File: config.mk
export PLATFORM = sky130hd
export DESIGN_NAME = mc_maindec
export DESIGN_NICKNAME = d
export VERILOG_FILES = /design/src/rtl/mc_maindec.sv
export SDC_FILE = /design/constraint.sdc
export NUM_CORES = 1
export LEC_CHECK = 0
export CELL_PAD_IN_SITES_DETAIL_PLACEMENT = 2
export CELL_PAD_IN_SITES_GLOBAL_PLACEMENT = 2
export CORE_ASPECT_RATIO = 0.9
export CORE_MARGIN = 2
export CORE_UTILIZATION = 18
export DETAILED_ROUTE_END_ITERATION = 7
export PLACE_DENSITY_LB_ADDON = 0.1
export SYNTH_ARGS = -nofsm -noshare
export SYNTH_HDL_FRONTEND = slang
export SYNTH_SLANG_ARGS = --single-unit
File: constraint.sdc
create_clock -name clk -period 1.25 [get_ports clk]
set_input_delay 0.3125 -clock clk [delete_from_list [all_inputs] [get_ports clk]]
set_output_delay 0.3125 -clock clk [all_outputs]
set_load 0.02 [all_outputs]
File: src/rtl/mc_maindec.sv
// Main control FSM for the multicycle MIPS core.
// Moore outputs decoded from the current state; the only input-gated outputs
// are irwrite/pcwrite in FETCH (gated by mem_ready) and illegal_op in DECODE.
module mc_maindec #(
  parameter int OP_W        = 6,
  parameter bit SUPPORT_ORI = 1'b1,
  parameter bit SUPPORT_BNE = 1'b1
) (
  input  logic            clk,
  input  logic            reset,
  input  logic [OP_W-1:0] op,
  input  logic            mem_ready,
  output logic            memwrite,
  output logic            iord,
  output logic            irwrite,
  output logic            pcwrite,
  output logic            branch,
  output logic            bne,
  output logic            regdst,
  output logic            memtoreg,
  output logic            regwrite,
  output logic            alusrca,
  output logic [1:0]      alusrcb,
  output logic [1:0]      pcsrc,
  output logic [1:0]      aluop,
  output logic [3:0]      state,
  output logic            illegal_op
);

  localparam logic [OP_W-1:0] OP_LW    = OP_W'(6'b100011);
  localparam logic [OP_W-1:0] OP_SW    = OP_W'(6'b101011);
  localparam logic [OP_W-1:0] OP_RTYPE = OP_W'(6'b000000);
  localparam logic [OP_W-1:0] OP_BEQ   = OP_W'(6'b000100);
  localparam logic [OP_W-1:0] OP_BNE   = OP_W'(6'b000101);
  localparam logic [OP_W-1:0] OP_ADDI  = OP_W'(6'b001000);
  localparam logic [OP_W-1:0] OP_ORI   = OP_W'(6'b001101);
  localparam logic [OP_W-1:0] OP_J     = OP_W'(6'b000010);

  typedef enum logic [3:0] {
    FETCH   = 4'd0,
    DECODE  = 4'd1,
    MEMADR  = 4'd2,
    MEMRD   = 4'd3,
    MEMWB   = 4'd4,
    MEMWR   = 4'd5,
    RTYPEEX = 4'd6,
    ALUWB   = 4'd7,
    BEQEX   = 4'd8,
    ADDIEX  = 4'd9,
    IMMWB   = 4'd10,
    JEX     = 4'd11,
    ORIEX   = 4'd12,
    BNEEX   = 4'd13
  } state_t;

  state_t state_q;
  state_t state_d;

  // State register; reset forces FETCH immediately, which also drops any
  // pending memwrite/regwrite since all outputs decode from state_q.
  always_ff @(posedge clk or posedge reset) begin
    if (reset) state_q <= FETCH;
    else       state_q <= state_d;
  end

  // Next-state and output decode.
  always_comb begin
    state_d    = FETCH;
    memwrite   = 1'b0;
    iord       = 1'b0;
    irwrite    = 1'b0;
    pcwrite    = 1'b0;
    branch     = 1'b0;
    bne        = 1'b0;
    regdst     = 1'b0;
    memtoreg   = 1'b0;
    regwrite   = 1'b0;
    alusrca    = 1'b0;
    alusrcb    = 2'b00;
    pcsrc      = 2'b00;
    aluop      = 2'b00;
    illegal_op = 1'b0;
    case (state_q)
      FETCH: begin
        alusrcb = 2'b01;
        irwrite = mem_ready;
        pcwrite = mem_ready;
        state_d = mem_ready ? DECODE : FETCH;
      end
      DECODE: begin
        alusrcb = 2'b11;
        if (op == OP_LW || op == OP_SW)        state_d = MEMADR;
        else if (op == OP_RTYPE)               state_d = RTYPEEX;
        else if (op == OP_BEQ)                 state_d = BEQEX;
        else if (op == OP_BNE && SUPPORT_BNE)  state_d = BNEEX;
        else if (op == OP_ADDI)                state_d = ADDIEX;
        else if (op == OP_ORI && SUPPORT_ORI)  state_d = ORIEX;
        else if (op == OP_J)                   state_d = JEX;
        else begin
          state_d    = FETCH;
          illegal_op = 1'b1;
        end
      end
      MEMADR: begin
        alusrca = 1'b1;
        alusrcb = 2'b10;
        state_d = (op == OP_SW) ? MEMWR : MEMRD;
      end
      MEMRD: begin
        iord    = 1'b1;
        state_d = mem_ready ? MEMWB : MEMRD;
      end
      MEMWB: begin
        memtoreg = 1'b1;
        regwrite = 1'b1;
        state_d  = FETCH;
      end
      MEMWR: begin
        iord     = 1'b1;
        memwrite = 1'b1;
        state_d  = mem_ready ? FETCH : MEMWR;
      end
      RTYPEEX: begin
        alusrca = 1'b1;
        aluop   = 2'b10;
        state_d = ALUWB;
      end
      ALUWB: begin
        regdst   = 1'b1;
        regwrite = 1'b1;
        state_d  = FETCH;
      end
      BEQEX: begin
        alusrca = 1'b1;
        aluop   = 2'b01;
        pcsrc   = 2'b01;
        branch  = 1'b1;
        state_d = FETCH;
      end
      BNEEX: begin
        alusrca = 1'b1;
        aluop   = 2'b01;
        pcsrc   = 2'b01;
        bne     = 1'b1;
        state_d = FETCH;
      end
      ADDIEX: begin
        alusrca = 1'b1;
        alusrcb = 2'b10;
        state_d = IMMWB;
      end
      ORIEX: begin
        alusrca = 1'b1;
        alusrcb = 2'b10;
        aluop   = 2'b11;
        state_d = IMMWB;
      end
      IMMWB: begin
        regwrite = 1'b1;
        state_d  = FETCH;
      end
      JEX: begin
        pcsrc   = 2'b10;
        pcwrite = 1'b1;
        state_d = FETCH;
      end
      default: state_d = FETCH;
    endcase
  end

  assign state = state_q;

endmodule
==> summary.txt <==
Outcome
  • Outcome: complete, but fails checks
  • Failing checks: setup timing

Logic synthesis
  • Synth Cell Area: 612 um2
  • Seq/Total Area, Yosys: 16.4%
  • Syn_area_per_cell: 7.55 um2
  • Synth Register Bits: 4
  • Ys Warns: 0
  • Synth Flop Type: dfrtp_1
  • Cell count after synthesis: 81
  • Post-synth EDFFs: 0
  • Syn nets: 90
  • Post-synth ARST share: 100%
  • Distinct cell type count after synthesis: 42

CTS
  • CTS buffer count: 3
  • Clk_lat worst skew: approximately 0.22 ns
  • H-tree levels: 1
  • CTS tree: done
  • Clk sinks: 4
  • CTS root buf: clkbuf_8
  • CTS max path bufs: 2
  • Clock transition at path regs: 0.04 ns

Final layout
  • Fillcell total: 341
  • Design Area, Final: 0.00179 mm2
  • Max reg flops: 4
  • Area of the multi-input gates: roughly 760 um2
  • Area Growth Syn to Fin: 192%
  • Fin nets: around 170
  • Share of cells above drive strength 1: about four fifths
  • N_diodes: 0
  • Most frequent cells in the layout: 39 x buf_6, 32 x buf_4, 8 x nor2_4, 6 x nand2b_4
  • FF/Latch Area: approximately 110 um2
  • Most common cell after layout, fill and taps aside: buf_6
  • Final Non-Filler Cells: 206

Floorplan
  • Die Y: 59.3 um
  • Die ar.: 0.00388 mm2
  • I/O pin total: 30
  • Die X-Extent: ~65 um
  • Core area: 0.00330 mm2
  • Starting Density: 18.5%
  • Rows: 20

Timing
  • RSZ-0062 raised after global routing: yes
  • Final hold vios: 0
  • Tmin final: 1.74 ns
  • Fmax: 576 MHz
  • Least-Margin Pin Slew: around 0.32 ns
  • Post-route worst setup slack: -0.486 ns
  • Tcrit/Tclk final: 139%
  • Setup Viol. Count Final: 23
  • Max Transition Viols Final: 0
  • Skew final: 0.000546 ns
  • Slew Limit Headroom: between 70% and 80%

Power
  • Leakage: 0.771 nW
  • Sw Share: 43.9%
  • Comb power frac: roughly 85%
  • Internal Pwr Total: ~2.2 mW
  • Pwr/cell area: 2160 mW/mm2
  • Net Switching: 1.70 mW
  • Power share of the clock group: 7.6%
  • Tot Pwr: between 3 and 4 mW
  • Reg power frac: under 10%
  • Worst VDD drop: 0.688 mV

Global route
  • Initial antenna violation count: 0
  • Gr usage total: 16.8%
  • Vias in the first global route: between 900 and 1000
  • Grt total ovfl: 0
  • Global-route wire length before repair: 4900 um
  • Largest net degree at the start of global routing: 9

Place
  • Placed cell areas: ~0.0013 mm2
  • Placed Cells: 183
  • IO buf count: 29
  • Dpl ws: -1.13 ns
  • DP HPWL: roughly 2400 um
  • GP Congestion: around 0.8

Run
  • Max-Cap Viols: 0

Setup path
  • Startpoint types: register
  • Arrival time of the worst setup path: roughly 1.4 ns
  • CP max FO: 5
  • Crit path kind: register to output pin
  • Worst EP required: 0.94 ns
  • CP Capture Type: output pin

Drt
  • WL/cell: 20.4 um
  • Via count: slightly below 1000
  • Iteration-0 DRC count of the detailed router: 7
  • Routed Antenna Nets: 0
  • Via/cell ratio: 4.77
  • Drt drc: 0
  • Final wirelength: 4210 um
  • DR pass1 iterations: 4

Hold path
  • Worst hold path type: input port to async pin
cell type report:
type	count	share of cell area, %
well taps	44	3.08
inverters	4	0.840
multi-input cells	68	42.3
flip-flops and latches	4	5.88
repair buffers	83	45.6
clock buffers	3	2.31
synthesized netlist by cell type (2+ instances only):
master,n,area (um2)
nand2_1,4,15.0
nor3_1,5,25.0
buf_2,2,10.0
o211ai_1,2,15.0
inv_1,4,15.0
nand2b_1,6,37.5
buf_6,2,22.5
o21bai_1,2,15.0
nor2_1,12,45.0
dfrtp_1,4,100
o21ai_0,5,25.0
or2_1,3,18.8
routing by layer:
metal | GRT usage (%) | part of all wire [%]
met1 | 19.6 | 38
met5 | 0 | 0
met3 | 2.66 | 3.5
met2 | 32.1 | 57
met4 | 4.17 | 1.5
path summary, 6_finish.rpt:
| check | start | to | slack [ns] | depth (start not counted) |
|---|---|---|---|---|
| max reg2reg | state[2]$_DFF_PP0_ | state[0]$_DFF_PP0_ | -0.24 | 6 |
| min in group clk | op[4] | state[0]$_DFF_PP0_ | 0.61 | 5 |
| max | state[2]$_DFF_PP0_ | pcwrite | -0.49 | 4 |
| max in group asynchronous | reset | state[2]$_DFF_PP0_ | 0.78 | 2 |
| min | reset | state[0]$_DFF_PP0_ | 0.30 | 2 |
| min reg2reg | state[3]$_DFF_PP0_ | state[0]$_DFF_PP0_ | 0.65 | 1 |
cell families (layout without fill, tap and decap cells):
family,after synthesis,after routing,synth area share (%)
buffers and inverters,9,90,9.00
AOI/OAI and AO/OA,21,21,26.4
and+or+nand+nor,45,45,45.4
DFF,4,4,16.4
xor gates and xnor gates,2,2,2.86
worst max-delay path, cell delays in order, from the launching register on:
cell,delay (ns)
dfrtp_2,0.46
or2_4,0.30
nor3_4,0.18
or2_4,0.15
buf_6,0.10
power groups by stage:
stage / sequential, mW / clock, mW / combinational, mW
6_report: 0.299 / 0.294 / 3.27
5_1_grt: 0.315 / 0.307 / 3.45
4_1_cts: 0.285 / 0.277 / 2.61
3_5_place_dp: 0.274 / 0 / 2.28
3_3_place_gp: 0.268 / 0 / 2.23
2_1_floorplan: 0.307 / 0 / 1.33
repair_timing:
item,in CTS,in global routing
buffers inserted,11,15
pin swaps,16,13
setup endpoints to repair,25,24
gates resized for setup,173,31
endpoints found under the hold margin,0,0
hold buffers,0,0
stage by stage:
stage	utilization [%]	setup TNS, ns	hold slack, ns
after floorplan	-	-2.26	0.0786
after global placement	40.5	-13.35	0.506
after detailed placement	40.5	-13.99	0.510
after CTS	46.9	-6.72	0.288
after global routing	54.1	-8.53	0.318
final	54.1	-7.56	0.297
Power figures use the tool's default switching activity.
